==> src/rtl/othello_pkg.sv <==
// Shared constants for the othello board: pattern selects, palette and
// board geometry. The datapath and the cell drawer both import this.
package othello_pkg;

    // Geometry
    localparam int CELL_SIZE    = 12;   // pixels per cell side
    localparam int CELL_PITCH   = 13;   // cell plus one pixel of grid line
    localparam int BOARD_ORIGIN = 9;    // screen offset of the first cell
    localparam int DISK_R2X4    = 100;  // disk radius test, in doubled units

    // Pattern to draw into a cell
    typedef enum logic [1:0] {
        SEL_EMPTY  = 2'd0,
        SEL_BOX    = 2'd1,
        SEL_DISK_A = 2'd2,
        SEL_DISK_B = 2'd3
    } sel_t;

    typedef logic [2:0] colour_t;

    // Palette, RGB
    localparam colour_t C_BOARD  = 3'b010;
    localparam colour_t C_BOX    = 3'b110;
    localparam colour_t C_DISK_A = 3'b000;
    localparam colour_t C_DISK_B = 3'b111;

endpackage

==> src/rtl/cell_drawer_if.sv <==
// Request handshake and pixel stream between the control logic, the cell
// drawer and the vga_adapter.
interface cell_drawer_if;

    logic       start;
    logic [7:0] x_base;
    logic [6:0] y_base;
    logic [1:0] select;

    logic [7:0] vga_x;
    logic [6:0] vga_y;
    logic [2:0] vga_colour;
    logic       vga_plot;
    logic       busy;
    logic       done;

    modport master (
        output start, x_base, y_base, select,
        input  vga_x, vga_y, vga_colour, vga_plot, busy, done
    );

    modport slave (
        input  start, x_base, y_base, select,
        output vga_x, vga_y, vga_colour, vga_plot, busy, done
    );

endinterface

==> src/rtl/cell_pixel_shader.sv <==
// Colour of one pixel inside a 12x12 cell, given its offset and the
// pattern select. Purely combinational so it can be tested on its own.
module cell_pixel_shader
    import othello_pkg::*;
(
    input  logic [3:0] dx,
    input  logic [3:0] dy,
    input  sel_t       select,
    output colour_t    colour
);

    localparam logic [3:0] LAST = 4'(CELL_SIZE - 1);

    // Offsets from the cell centre in doubled units, so the centre lands on
    // an integer: 2d-11 ranges over -11..11 and fits 5 bits signed.
    logic [4:0] off_x, off_y;
    logic [4:0] mag_x, mag_y;
    logic [7:0] sq_x, sq_y, dist2;
    logic       on_edge, in_disk;

    assign off_x = {dx, 1'b0} - 5'd11;
    assign off_y = {dy, 1'b0} - 5'd11;
    assign mag_x = off_x[4] ? 5'(-off_x) : off_x;
    assign mag_y = off_y[4] ? 5'(-off_y) : off_y;
    assign sq_x  = {3'b000, mag_x} * {3'b000, mag_x};
    assign sq_y  = {3'b000, mag_y} * {3'b000, mag_y};
    assign dist2 = sq_x + sq_y;   // at most 242, no overflow in 8 bits

    assign on_edge = (dx == 4'd0) || (dx == LAST) || (dy == 4'd0) || (dy == LAST);
    assign in_disk = (dist2 <= 8'(DISK_R2X4));

    // Pick the pattern colour; anything not covered shows the board colour
    always_comb begin
        colour = C_BOARD;
        case (select)
            SEL_EMPTY:  colour = C_BOARD;
            SEL_BOX:    colour = on_edge ? C_BOX : C_BOARD;
            SEL_DISK_A: colour = in_disk ? C_DISK_A : C_BOARD;
            SEL_DISK_B: colour = in_disk ? C_DISK_B : C_BOARD;
            default:    colour = C_BOARD;
        endcase
    end

endmodule

==> src/rtl/cell_drawer.sv <==
// Rasterises one 12x12 board cell, one registered pixel per clock, with a
// start/busy/done handshake for the sequencing FSM upstream.
module cell_drawer
    import othello_pkg::*;
(
    input  logic         clock,
    input  logic         resetn,   // asynchronous, active-high
    cell_drawer_if.slave bus
);

    typedef enum logic [1:0] {
        IDLE = 2'd0,
        DRAW = 2'd1,
        DONE = 2'd2
    } state_t;

    localparam logic [3:0] LAST = 4'(CELL_SIZE - 1);

    state_t     state;
    logic [3:0] dx, dy;
    logic [7:0] x_lat;
    logic [6:0] y_lat;
    sel_t       sel_lat;
    colour_t    pix_colour;

    logic [7:0] vga_x_q;
    logic [6:0] vga_y_q;
    colour_t    vga_colour_q;
    logic       vga_plot_q, busy_q, done_q;

    cell_pixel_shader u_shader (
        .dx     (dx),
        .dy     (dy),
        .select (sel_lat),
        .colour (pix_colour)
    );

    // Sequencer: latch request, walk the cell in raster order, pulse done
    // NOTE: every register, including the request latch, is cleared by reset
    // so the outputs read 0 until a new start; all state uses non-blocking
    // assignments so the registers update together at the edge.
    always_ff @(posedge clock or posedge resetn) begin
        if (resetn) begin
            state        <= IDLE;
            dx           <= 4'd0;
            dy           <= 4'd0;
            x_lat        <= 8'd0;
            y_lat        <= 7'd0;
            sel_lat      <= SEL_EMPTY;
            vga_x_q      <= 8'd0;
            vga_y_q      <= 7'd0;
            vga_colour_q <= 3'd0;
            vga_plot_q   <= 1'b0;
            busy_q       <= 1'b0;
            done_q       <= 1'b0;
        end else begin
            case (state)
                IDLE: begin
                    vga_plot_q <= 1'b0;
                    busy_q     <= 1'b0;
                    done_q     <= 1'b0;
                    if (bus.start) begin
                        x_lat   <= bus.x_base;
                        y_lat   <= bus.y_base;
                        sel_lat <= sel_t'(bus.select);
                        dx      <= 4'd0;
                        dy      <= 4'd0;
                        state   <= DRAW;
                    end
                end
                DRAW: begin
                    vga_x_q      <= x_lat + {4'b0000, dx};
                    vga_y_q      <= y_lat + {3'b000, dy};
                    vga_colour_q <= pix_colour;
                    vga_plot_q   <= 1'b1;
                    busy_q       <= 1'b1;
                    done_q       <= 1'b0;
                    if (dx == LAST) begin
                        dx <= 4'd0;
                        if (dy == LAST) begin
                            dy    <= 4'd0;
                            state <= DONE;
                        end else begin
                            dy <= dy + 4'd1;
                        end
                    end else begin
                        dx <= dx + 4'd1;
                    end
                end
                DONE: begin
                    vga_plot_q <= 1'b0;
                    busy_q     <= 1'b1;
                    done_q     <= 1'b1;
                    state      <= IDLE;
                end
                default: begin
                    vga_plot_q <= 1'b0;
                    busy_q     <= 1'b0;
                    done_q     <= 1'b0;
                    state      <= IDLE;
                end
            endcase
        end
    end

    assign bus.vga_x      = vga_x_q;
    assign bus.vga_y      = vga_y_q;
    assign bus.vga_colour = vga_colour_q;
    assign bus.vga_plot   = vga_plot_q;
    assign bus.busy       = busy_q;
    assign bus.done       = done_q;

endmodule

==> src/flat_wrapper.sv <==
// flat-port wrapper written by rule: the top's interface ports become plain ports
module cell_drawer_flat import othello_pkg::*;
  (clock, resetn, bus_start, bus_x_base, bus_y_base, bus_select, bus_vga_x, bus_vga_y, bus_vga_colour, bus_vga_plot, bus_busy, bus_done);
  cell_drawer_if bus_i ();
  input  logic clock;
  input  logic resetn;
  input wire logic [$bits(bus_i.start)-1:0] bus_start;
  input wire logic [$bits(bus_i.x_base)-1:0] bus_x_base;
  input wire logic [$bits(bus_i.y_base)-1:0] bus_y_base;
  input wire logic [$bits(bus_i.select)-1:0] bus_select;
  output wire logic [$bits(bus_i.vga_x)-1:0] bus_vga_x;
  output wire logic [$bits(bus_i.vga_y)-1:0] bus_vga_y;
  output wire logic [$bits(bus_i.vga_colour)-1:0] bus_vga_colour;
  output wire logic [$bits(bus_i.vga_plot)-1:0] bus_vga_plot;
  output wire logic [$bits(bus_i.busy)-1:0] bus_busy;
  output wire logic [$bits(bus_i.done)-1:0] bus_done;
  assign bus_i.start = bus_start;
  assign bus_i.x_base = bus_x_base;
  assign bus_i.y_base = bus_y_base;
  assign bus_i.select = bus_select;
  assign bus_vga_x = bus_i.vga_x;
  assign bus_vga_y = bus_i.vga_y;
  assign bus_vga_colour = bus_i.vga_colour;
  assign bus_vga_plot = bus_i.vga_plot;
  assign bus_busy = bus_i.busy;
  assign bus_done = bus_i.done;
  cell_drawer u_core (.clock(clock), .resetn(resetn), .bus(bus_i));
endmodule
==> config.mk <==
export PLATFORM = sky130hd
export DESIGN_NAME = cell_drawer_flat
export DESIGN_NICKNAME = d
export VERILOG_FILES = /design/src/rtl/othello_pkg.sv /design/src/rtl/cell_drawer_if.sv /design/src/rtl/cell_pixel_shader.sv /design/src/rtl/cell_drawer.sv /design/src/flat_wrapper.sv
export SDC_FILE = /design/constraint.sdc
export NUM_CORES = 1
export LEC_CHECK = 0
export BUFFER_PORTS_ARGS = -buffer_cell sky130_fd_sc_hd__buf_2
export CAP_MARGIN = 20
export CELL_PAD_IN_SITES_DETAIL_PLACEMENT = 1
export CELL_PAD_IN_SITES_GLOBAL_PLACEMENT = 1
export CORE_MARGIN = 8
export CORE_UTILIZATION = 39
export CTS_CLUSTER_SIZE = 24
export DETAILED_ROUTE_END_ITERATION = 10
export PLACE_DENSITY_LB_ADDON = 0.1
export SKIP_LAST_GASP = 1
export SLEW_MARGIN = 20
export SYNTH_ARGS = -nofsm -noshare
export SYNTH_HDL_FRONTEND = slang
export SYNTH_SLANG_ARGS = --single-unit
export TNS_END_PERCENT = 5
==> constraint.sdc <==
create_clock -name clock -period 7.2 [get_ports clock]
set_input_delay 0 -clock clock [delete_from_list [all_inputs] [get_ports clock]]
set_output_delay 0 -clock clock [all_outputs]
set_load 0.01 [all_outputs]
**Word-level counts from Yosys, hierarchy flattened**

Cells that the tools add are included.

- Output and inout port bits: 21
- Word-level logic and storage cells: 66
- Register bits: 48
- Input port bits: 20

- Multipliers: 2
- Reductions and logical operators: 13
- Muxes and demuxes: 19
- Add/sub/neg operators: 9
- Equality and inequality tests: 10
- Magnitude comparators: 1

Operators with widths:

| operator | count |
|---|---|
| $mul 5x5->8 | 2 |
| $mux 4 | 4 |
| $pmux 4 s2 | 2 |
| $pmux 3 s4 | 1 |
| $mux 5 | 2 |
| $neg 5->5 | 2 |
| $sub 5x4->5 const B | 2 |
| $add 4x1->4 const B | 2 |
| $add 8x4->8 | 1 |
| $add 8x8->8 | 1 |
| $eq 4x4->1 const B | 2 |
| $le 8x7->1 const B | 1 |
| $logic_not 4->1 | 2 |
| $mux 2 | 4 |
| $add 7x4->7 | 1 |
| $eq 2x2->1 const B | 3 |
| $mux 3 | 2 |
| $reduce_and 3->1 | 2 |
| $eq 2x1->1 const B | 2 |
| $logic_not 2->1 | 2 |
| $ne 2x1->1 const B | 2 |
| $pmux 2 s2 | 1 |
| $reduce_and 2->1 | 2 |
| $logic_or 1x1->1 | 3 |
| 4 further kinds | 6 |

**Logic depth before layout (Yosys ltp)**

Gate-level depths: netlist of run 1.

- Depth after elaboration: 8
- Depth in mapped cells: 18
- Gate-level depth less buffers: 18

**By module**

A second synthesis of run 1 with hierarchy kept.

- Cells, all modules: 306
- Area, all modules: 3338.2 um^2

Modules (own cells, without submodules):

| module | area an instance (um^2) | sequential area each (um^2) | cells an instance | instances |
|---|---|---|---|---|
| cell_drawer | 2417.3 | 1201.2 | 203 | 1 |
| cell_pixel_shader | 920.9 | 0.0 | 103 | 1 |

**Worst setup path before layout of run 1**

OpenSTA, ideal clock, no wires.

- Path type: reg-to-reg
- Start point: register u_core.dx[1]
- End point: register u_core.vga_colour_q[1] (netlist: u_core.bus.vga_colour[1])
- Setup time: 0.126 ns
- Period minus slack after synthesis: 4.928 ns
- Stages on the path, launching flop included: 19
- Data required time: 7.074 ns
- Buffers on the path: 0
- Slack: 2.272 ns
- Data arrival time: 4.802 ns
- Cell sequence: dfrtp_1 ha_1 xnor2_4 xnor2_1 inv_1 ha_1 or2_2 fa_1 inv_1 fa_1 fa_1 inv_1 ha_1 ha_1 a21o_1 a21oi_1 xor2_1 o311ai_0 o32a_1

- Cells in the longest elaborated chain, start to end: 8

RTL lines:

| element | RTL line | text |
|---|---|---|
| start, declared | cell_drawer.sv:20 | `logic [3:0] dx, dy;` |
| start signal, assigned | cell_drawer.sv:87 | `dx <= dx + 4'd1;` |
| $sub 5x4->5 (*) | cell_pixel_shader.sv:21 | `assign off_x = {dx, 1'b0} - 5'd11;` |
| $neg 5->5 | cell_pixel_shader.sv:23 | `assign mag_x = off_x[4] ? 5'(-off_x) : off_x;` |
| $mux 5 (*) | cell_pixel_shader.sv:23 |  |
| $mul 5x5->8 (*) | cell_pixel_shader.sv:25 | `assign sq_x = {3'b000, mag_x} * {3'b000, mag_x};` |
| $add 8x8->8 (*) | cell_pixel_shader.sv:27 | `assign dist2 = sq_x + sq_y;` |
| $le 8x7->1 (*) | cell_pixel_shader.sv:30 | `assign in_disk = (dist2 <= 8'(DISK_R2X4));` |
| $mux 2 (*) | cell_pixel_shader.sv:38 | `SEL_DISK_A: colour = in_disk ? C_DISK_A : C_BOARD;` |
| $pmux 3 s4 (*) | cell_pixel_shader.sv:35 | `case (select)` |
| end signal, assigned | cell_drawer.sv:74 | `vga_colour_q <= pix_colour;` |
| end, declared | cell_drawer.sv:28 | `colour_t vga_colour_q;` |

Mark *: on every way between the ends. The rest lies on a longest branch, timed or not.
A chain may end at the register's enable or synchronous reset.

**Worst setup path in the final report of run 1**

Same ends and word-level chain as after synthesis.

==> impl_metrics.csv, run 1 <==
group,metric,value,unit
critical_path,start_kind,"register",
clock_tree,clkSlewWorstSetupHoldPaths,90,ps
place,total_half_perimeter_wirelength_after_legalization_and_detailed_placement,5450,µm
global_route,vias_in_the_first_global_route,2588,
global_route,antenna_found_initial,0,
die,placeableCoreArea,8090,µm²
die,io-pin-count,41,
finish,drive_above_1_share,0.227,
critical_path,worst_setup_path_startpoint,"u_core.dx[1]$_DFFE_PP0P_",
critical_path,critical_path.reg2reg.endpoint,"u_core.bus.vga_colour[1]$_DFFE_PP0P_",
sta,setup-tns-final,0,ps
critical_path,worstRegToRegCells,18,
die,die-height,106,µm
sta,setup_violations,0,
yosys,synth_cells,300,
sta,finClkSkew,5.96,ps
min_path,worstHoldPathType,"in -> async",
critical_path,category_of_the_critical_setup_timing_path,"reg -> reg",
critical_path,cp_common_cell,"ha_1",
critical_path,crit_slowest_cell,"fa_1",
critical_path,worstReg2RegStart,"u_core.dx[1]$_DFFE_PP0P_",
die,full_die_area,11300,µm²
global_route,grt_first_pass_wirelength,12800,µm
critical_path,critical-path-max-stage-delay,550,ps
global_route,grt_start_max_net_pins,49,
yosys,mappedNetlistArea,3190,µm²
die,die_x,106,µm
sta,achievable-frequency,190,MHz
clock_tree,numCtsBuffers,5,
die,start_util,0.395,
finish,final.fill_count,918,
finish,num-nets-final,426,
drt,firstDrtPassIters,4,
sta,post-route-period-util,0.731,
critical_path,arrival,5450,ps
clock_tree,clk_latency,300,ps
drt,avgViaCountPerCell,4.88,
yosys,number_of_enable_flip_flop_cells_after_synthesis,0,
critical_path,required,7390,ps
finish,diodes,0,
clock_tree,clockRootBuffer,"clkbuf_8",
die,std_cell_rows,33,
sta,max_slew_margin,0.431,
sta,timing_hold_violations_final,0,
sta,unrepaired_setup_endpoints_after_global_routing,"false",
sta,finalMaxSlewViolations,0,
sta,timing_worst_slew_pin_value,852,ps
critical_path,path_depth,18,
finish,area_growth_syn_to_layout,18.3,%
critical_path,timing.critical_path.to_type,"register",
yosys,synth-seq-cells,48,
place,routabilityCongestion,0.749,
sta,final.min_clock_period,5260,ps
yosys,ys.warnings.count,0,
flow_run,max_capacitance_violation_count,0,
critical_path,timing.reg2reg.setup_slack,1940,ps
critical_path,timing.critical_path.max_delay_family,"adder cells",
place,port_buffers,40,
critical_path,critical_path_cell_list,"ha_1 -> xnor2_4 -> xnor2_1 -> inv_1 -> ha_1 -> or2_2 -> fa_1 -> inv_1 -> fa_1 -> fa_1 -> inv_1 -> ha_1 -> ha_1 -> a21o_1 -> a21oi_1 -> xor2_1 -> o311ai_0 -> o32a_1",
drt,detailedRoute.firstIterationViolations,76,
critical_path,crit_path_end,"u_core.bus.vga_colour[1]$_DFFE_PP0P_",
outcome,status,"completed",
drt,drt-total-wl,7180,µm
yosys,postSynthAreaPerCell,10.6,µm²
drt,drtAntennaViolNets,0,
clock_tree,clock-sinks,48,
clock_tree,clockBufferDepth,2,
clock_tree,post_cts_buffers,0,
global_route,grt_use_total,0.138,
yosys,synthesized_netlist_net_count,365,
yosys,postSynth.asyncResetShare,1.00,
drt,dr_total_vias,2275,
yosys,yosysSeqAreaShare,0.376,
drt,post_drt_wl_per_cell,15.4,µm
global_route,grt_overflow,0,
critical_path,worstPathBufferInverterCount,3,
critical_path,crit_fanout,6,
clock_tree,clock_h_tree_levels,2,
drt,route.detailed.drc,0,
yosys,synth-main-ff-cell,"dfrtp_1",
yosys,yosys_cell_types,44,
clock_tree,cts_tree,"yes",
[worst reg2reg max path: stages, from the launching register on]
cell,delay (ps)
dfrtp_1,460
ha_1,310
xnor2_4,170
xnor2_1,330
inv_1,160
ha_1,220
or2_2,280
fa_1,480
inv_1,50
fa_1,460
fa_1,550
inv_1,40
ha_1,290
ha_1,350
a21o_1,170
a21oi_1,170
xor2_1,190
o311ai_0,160
o32a_1,320
[cells by family after synthesis]
logic type      Yosys count  synth area share
compound gates           53             0.102
buf+inv                  41            0.0502
simple gates             56            0.0839
xor+xnor                 28            0.0897
mux                      29             0.101
flops                    48             0.376
fa+ha+maj                45             0.197
[cell usage after synthesis (all sizes together) (5+ instances only)]
cell	instances	area, µm²
a21o	5	37.5
inv	35	131
mux2	25	282
dfrtp	48	1200
nand2	22	82.6
o21ai	15	75.1
a21oi	17	85.1
xor2	7	61.3
nor2	17	73.8
ha	36	450
fa	9	180
xnor2	21	225
[per-layer routing]
metal / up-vias / GRT usage / routed length, µm
met4: 0 / 0.0271 / 62
met1: 1112 / 0.180 / 3470
li1: 1132 / - / -
met5: - / 0 / 0
met3: 6 / 0.0284 / 168
met2: 25 / 0.233 / 3480
[flip-flops by register name, summed over array words and instances, names as in the netlist]
name,flops
u_core.bus.busy,1
u_core.bus.done,1
u_core.bus.vga_colour,3
u_core.bus.vga_plot,1
u_core.bus.vga_x,8
u_core.bus.vga_y,7
u_core.dx,4
u_core.dy,4
u_core.sel_lat,2
u_core.state,2
u_core.x_lat,8
u_core.y_lat,7
[repair_timing]
action,CTS,global route
resized for setup,0,0
hold buffers,19,0
endpoints found under the setup margin,0,0
endpoints found under the hold margin,66,0
[per-stage QoR]
stage / cell area [µm²] / cells / setup slack (ps) / utilization / hold slack, ps
floorplan: 3190 / 300 / 2270 / - / 109
global placement: 3500 / 440 / 2090 / 0.433 / 232
detailed placement: 3500 / 440 / 1900 / 0.433 / 236
CTS: 3770 / 466 / 1880 / 0.466 / 440
global route: 3780 / 466 / 1570 / 0.467 / 448
finish: 3780 / 466 / 1940 / 0.467 / 402
[cells in the final DEF, fill, tap and decap left out, types with 5 or more instances in the layout]
| cell type | Yosys | routed |
|---|---|---|
| dlygate4sd3_1 | 0 | 19 |
| nor2_1 | 15 | 15 |
| mux2_2 | 25 | 25 |
| buf_2 | 2 | 40 |
| ha_1 | 36 | 36 |
| dfrtp_1 | 48 | 48 |
| inv_1 | 35 | 34 |
| nand2_1 | 22 | 22 |
| xnor2_1 | 17 | 17 |
| fa_1 | 9 | 9 |
| xor2_1 | 7 | 7 |
| a21o_1 | 5 | 5 |
| clkbuf_8 | 0 | 5 |
| a21oi_1 | 17 | 17 |
| o21ai_0 | 13 | 13 |
[layout make-up]
type,count,area [µm²],area share
multi-input cells,211,1830,0.485
flip-flops and latches,48,1200,0.318
repair buffers,60,398,0.105
inverters,35,133,0.0351
well taps,105,131,0.0348
clock buffers,5,68.8,0.0182
clock inverters,2,12.5,0.00331
[worst min path at each step]
stage / startpoint / endpoint / cells after the start
3_5_place_dp: bus_x_base[5] / u_core.x_lat[5]$_DFFE_PP0P_ / 2
4_1_cts: bus_y_base[6] / u_core.y_lat[6]$_DFFE_PP0P_ / 3
3_3_place_gp: bus_x_base[1] / u_core.x_lat[1]$_DFFE_PP0P_ / 2
2_1_floorplan: bus_start / u_core.dy[2]$_DFFE_PP0P_ / 1
5_1_grt: bus_y_base[4] / u_core.y_lat[4]$_DFFE_PP0P_ / 3
6_report: resetn / u_core.bus.vga_plot$_DFF_PP0_ / 3
Power of run 1 is left out: the tool's default activity adds up to more than one toggle a clock period on the data nets, which glitch-free logic cannot reach.
==> inputs of run 2 (changes only) <==
clock period = 5.1 ns   (was 7.2 ns; I/O delays follow)
==> run 2 against run 1 <==
Final area grew 2.2%. First-iteration DRC count shrank 33%. Cell count up 1.3%. Largest cell class unchanged.
==> impl_metrics.csv, run 2 (synthesis gave the netlist of run 1 again) <==
group,metric,value,unit
sta,timing_worst_slew_pin_value,852,ps
sta,final.min_clock_period,4900,ps
global_route,grt_start_max_net_pins,49,
finish,drive_above_1_share,0.251,
die,start_util,0.395,
drt,route.detailed.drc,0,
drt,firstDrtPassIters,4,
critical_path,critical_path_cell_list,"ha_2 -> xnor2_4 -> xnor2_1 -> and2_4 -> ha_1 -> or2_2 -> fa_1 -> inv_1 -> fa_1 -> fa_1 -> inv_1 -> ha_1 -> ha_4 -> a21o_1 -> a21oi_2 -> xor2_1 -> o311ai_0 -> o32a_1",
critical_path,required,5280,ps
sta,max_slew_margin,0.431,
drt,dr_total_vias,2299,
clock_tree,cts_tree,"yes",
clock_tree,post_cts_buffers,0,
sta,achievable-frequency,204,MHz
clock_tree,clockRootBuffer,"clkbuf_8",
die,placeableCoreArea,8090,µm²
global_route,grt_overflow,0,
die,die_x,106,µm
drt,detailedRoute.firstIterationViolations,51,
finish,post_layout_nonfiller_instances,472,
critical_path,arrival,5090,ps
finish,area_growth_syn_to_layout,20.9,%
clock_tree,clock-sinks,48,
sta,finalMaxSlewViolations,0,
sta,timing_hold_violations_final,0,
critical_path,cp_common_cell,"fa_1",
place,routabilityCongestion,0.728,
critical_path,crit_fanout,4,
clock_tree,clk_latency,300,ps
clock_tree,clockBufferDepth,2,
global_route,grt_first_pass_wirelength,12400,µm
drt,drt-total-wl,7220,µm
die,die-height,106,µm
die,std_cell_rows,33,
critical_path,crit_slowest_cell,"fa_1",
place,total_half_perimeter_wirelength_after_legalization_and_detailed_placement,5560,µm
min_path,worstHoldPathType,"in -> async",
sta,setup_violations,0,
critical_path,timing.critical_path.max_delay_family,"adder cells",
place,dp_cell_count,446,
place,port_buffers,40,
finish,num-nets-final,432,
outcome,status,"completed",
critical_path,category_of_the_critical_setup_timing_path,"reg -> reg",
critical_path,start_kind,"register",
finish,most-common-layout-cells,"48 x dfrtp_1, 40 x buf_2, 34 x inv_1, 34 x ha_1, 25 x mux2_2",
die,io-pin-count,41,
finish,mostFrequentLayoutCell,"dfrtp_1",
global_route,antenna_found_initial,0,
global_route,grt_use_total,0.134,
drt,drtAntennaViolNets,0,
clock_tree,clkSlewWorstSetupHoldPaths,90,ps
sta,post-route-period-util,0.962,
critical_path,worstPathBufferInverterCount,2,
flow_run,max_capacitance_violation_count,0,
global_route,vias_in_the_first_global_route,2513,
finish,diodes,0,
drt,avgViaCountPerCell,4.87,
sta,finClkSkew,5.89,ps
critical_path,timing.critical_path.to_type,"register",
drt,post_drt_wl_per_cell,15.3,µm
clock_tree,numCtsBuffers,5,
clock_tree,clock_h_tree_levels,2,
die,full_die_area,11300,µm²
critical_path,critical-path-max-stage-delay,540,ps
run 2: cell type report:
class | instances | area, µm²
multi-input combinational | 211 | 1870
clock inverter | 1 | 5.00
fill | 917 | 4230
timing repair buffer | 66 | 443
clock buffer | 6 | 72.6
inverter | 35 | 133
sequential | 48 | 1200
tap | 105 | 131
run 2: repair_timing:
item                                    CTS  global route
endpoints found under the setup margin    0             3
resized for setup                         0             6
hold buffers                             19             0
hold endpoints to repair                 66             0
run 2: final timing paths:
path	from	end	slack, ps	depth (start not counted)
min in group clock	bus_y_base[6]	u_core.y_lat[6]$_DFFE_PP0P_	460	3
worst min register to register	u_core.bus.vga_x[1]$_DFFE_PP0P_	u_core.bus.vga_x[1]$_DFFE_PP0P_	490	2
max in group asynchronous	resetn	u_core.bus.vga_x[0]$_DFFE_PP0P_	4210	3
worst max-delay path	u_core.dx[1]$_DFFE_PP0P_	u_core.bus.vga_colour[1]$_DFFE_PP0P_	200	18
worst min-delay path	resetn	u_core.y_lat[6]$_DFFE_PP0P_	380	3
worst max register to register	u_core.dx[1]$_DFFE_PP0P_	u_core.bus.vga_colour[1]$_DFFE_PP0P_	200	18
run 2: metrics by stage:
step | setup WS, ps | hold WS (ps) | util | area (µm²) | setup TNS (ps)
final | 196 | 382 | 0.477 | 3860 | 0
after global routing | -8.94 | 451 | 0.477 | 3860 | -8.94
after CTS | 34.9 | 444 | 0.472 | 3820 | 0
after detailed placement | 41.5 | 237 | 0.438 | 3550 | 0
after global placement | 225 | 232 | 0.438 | 3550 | 0
after floorplan | 172 | 109 | - | 3190 | 0
run 2: tightest hold or removal path, delay by kind of cell:
family,cells,cell delay [ps]
buf+inv,3,1200
run 2: routing by layer:
layer / wire (µm) / GRT usage / up-vias
li1: - / - / 1141
met1: 3410 / 0.169 / 1126
met2: 3590 / 0.229 / 25
met3: 151 / 0.0248 / 7
met4: 76 / 0.0362 / 0
met5: 0 / 0 / -
Power of run 2 is left out for the same reason.
==> inputs of run 3 (changes only) <==
BUFFER_PORTS_ARGS = not set   (was -buffer_cell sky130_fd_sc_hd__buf_2)
DONT_BUFFER_PORTS = 1   (was not set)
==> run 3 against run 2 <==
Final area decreased by 4.4%. Global-route usage is essentially flat. Worst hold slack worse by 370 ps. Clock skew up 1.3 ps. Core utilization fell by 2.1 points. Die area unchanged. Non-clock buffer count fell by 42. Critical endpoint unchanged. Largest cell class unchanged.
==> impl_metrics.csv, run 3 (synthesis gave the netlist of run 1 again) <==
group,metric,value,unit
die,full_die_area,11300,µm²
critical_path,critical_path_cell_list,"ha_2 -> xnor2_4 -> xnor2_2 -> and2_4 -> ha_1 -> or2_2 -> fa_1 -> inv_1 -> fa_1 -> fa_1 -> inv_1 -> ha_1 -> ha_4 -> a21o_1 -> a21oi_2 -> xor2_1 -> o311ai_1 -> o32a_1",
min_path,worst_hold_end,"u_core.dx[0]$_DFFE_PP0P_",
sta,post-route-period-util,0.947,
critical_path,start_kind,"register",
global_route,grt_first_pass_wirelength,12300,µm
drt,dr_total_vias,2172,
clock_tree,clock_h_tree_levels,2,
outcome,status,"completed",
sta,max_slew_margin,0.438,
drt,drt-total-wl,7080,µm
sta,final.min_clock_period,4830,ps
global_route,grt_start_max_net_pins,49,
place,routabilityCongestion,0.748,
sta,setup-tns-final,0,ps
sta,timing_worst_slew_pin_value,842,ps
clock_tree,cts_tree,"yes",
critical_path,cp_common_cell,"fa_1",
clock_tree,clock-sinks,48,
global_route,antenna_found_initial,0,
die,std_cell_rows,33,
global_route,vias_in_the_first_global_route,2450,
clock_tree,clkSlewWorstSetupHoldPaths,90,ps
drt,route.detailed.drc,0,
sta,finalMaxSlewViolations,0,
drt,post_drt_wl_per_cell,16.4,µm
finish,most-common-layout-cells,"48 x dfrtp_1, 34 x ha_1, 33 x inv_1",
die,start_util,0.395,
finish,num-nets-final,390,
drt,avgViaCountPerCell,5.04,
critical_path,timing.critical_path.to_type,"register",
critical_path,critical-path-max-stage-delay,540,ps
min_path,start_point_of_the_worst_min_delay_path,"bus_start",
sta,setup_violations,0,
clock_tree,clk_latency,300,ps
place,port_buffers,0,
critical_path,category_of_the_critical_setup_timing_path,"reg -> reg",
critical_path,crit_slowest_cell,"fa_1",
clock_tree,clockRootBuffer,"clkbuf_8",
die,die_x,106,µm
drt,firstDrtPassIters,4,
global_route,grt_overflow,0,
clock_tree,numCtsBuffers,5,
finish,mostFrequentLayoutCell,"dfrtp_1",
clock_tree,clockBufferDepth,2,
critical_path,critical_path.reg2reg.endpoint,"u_core.bus.vga_colour[1]$_DFFE_PP0P_",
critical_path,worstReg2RegStart,"u_core.dx[1]$_DFFE_PP0P_",
place,total_half_perimeter_wirelength_after_legalization_and_detailed_placement,5370,µm
min_path,hold_path_stages,3,
clock_tree,post_cts_buffers,0,
critical_path,crit_fanout,4,
die,io-pin-count,41,
finish,area_growth_syn_to_layout,15.6,%
min_path,worstHoldPathType,"in -> reg",
critical_path,required,5290,ps
global_route,grt_use_total,0.134,
drt,detailedRoute.firstIterationViolations,73,
sta,finClkSkew,7.14,ps
critical_path,arrival,5020,ps
finish,diodes,0,
sta,achievable-frequency,207,MHz
critical_path,timing.reg2reg.setup_slack,270,ps
finish,drive_above_1_share,0.166,
sta,timing_hold_violations_final,0,
flow_run,max_capacitance_violation_count,0,
die,placeableCoreArea,8090,µm²
sta,unrepaired_setup_endpoints_after_global_routing,"false",
drt,drtAntennaViolNets,0,
critical_path,worstRegToRegCells,18,
die,die-height,106,µm
## run 3: metrics by stage
stage	cells	utilization	hold WS [ps]	setup slack, ps	instance area, µm²
after global routing	431	0.456	54.9	10.6	3690
after global placement	404	0.412	115	96.0	3330
after floorplan	300	-	109	172	3190
final	431	0.456	12.1	269	3690
after detailed placement	404	0.412	121	22.7	3330
after CTS	431	0.450	6.25	58.1	3640
## run 3: how the worst max path moves through the flow
stage,from,to
final,u_core.dx[1]$_DFFE_PP0P_,u_core.bus.vga_colour[1]$_DFFE_PP0P_
after global routing,u_core.dx[1]$_DFFE_PP0P_,u_core.bus.vga_colour[1]$_DFFE_PP0P_
after CTS,u_core.dx[1]$_DFFE_PP0P_,u_core.bus.vga_colour[1]$_DFFE_PP0P_
after detailed placement,u_core.dx[1]$_DFFE_PP0P_,u_core.bus.vga_colour[1]$_DFFE_PP0P_
after global placement,u_core.dx[1]$_DFFE_PP0P_,u_core.bus.vga_colour[1]$_DFFE_PP0P_
after floorplan,u_core.dx[1]$_DFFE_PP0P_,u_core.bus.vga_colour[1]$_DFFE_PP0P_
## run 3: worst max-delay path: cells and delay by family (launching register included)
family	cells	cell delay, ps
fa+ha+maj	7	2460
compound gates	4	720
xor+xnor	3	580
simple gates	2	470
flops	1	400
buf+inv	2	90
## run 3: repair_timing
item	CTS	global route
hold buffers	19	0
gates resized for setup	1	9
endpoints found under the hold margin	69	0
pin swaps	0	2
setup endpoints to repair	1	3
## run 3: area by class of cell
class                           count  area (µm²)
Fill cell                         884        4400
Sequential cell                    48        1200
Multi-Input combinational cell    211        1890
Tap cell                          105         131
Timing Repair Buffer               24         228
Inverter                           35         133
Clock buffer                        6        72.6
Clock inverter                      2        35.0
## run 3: routing by layer
layer	share of wire	vias up	GRT usage
met2	0.50	32	0.235
met3	0.042	7	0.0309
met4	0.010	0	0.0362
met5	0	-	0
met1	0.44	1073	0.161
li1	-	1060	-
Power of run 3 is left out for the same reason.
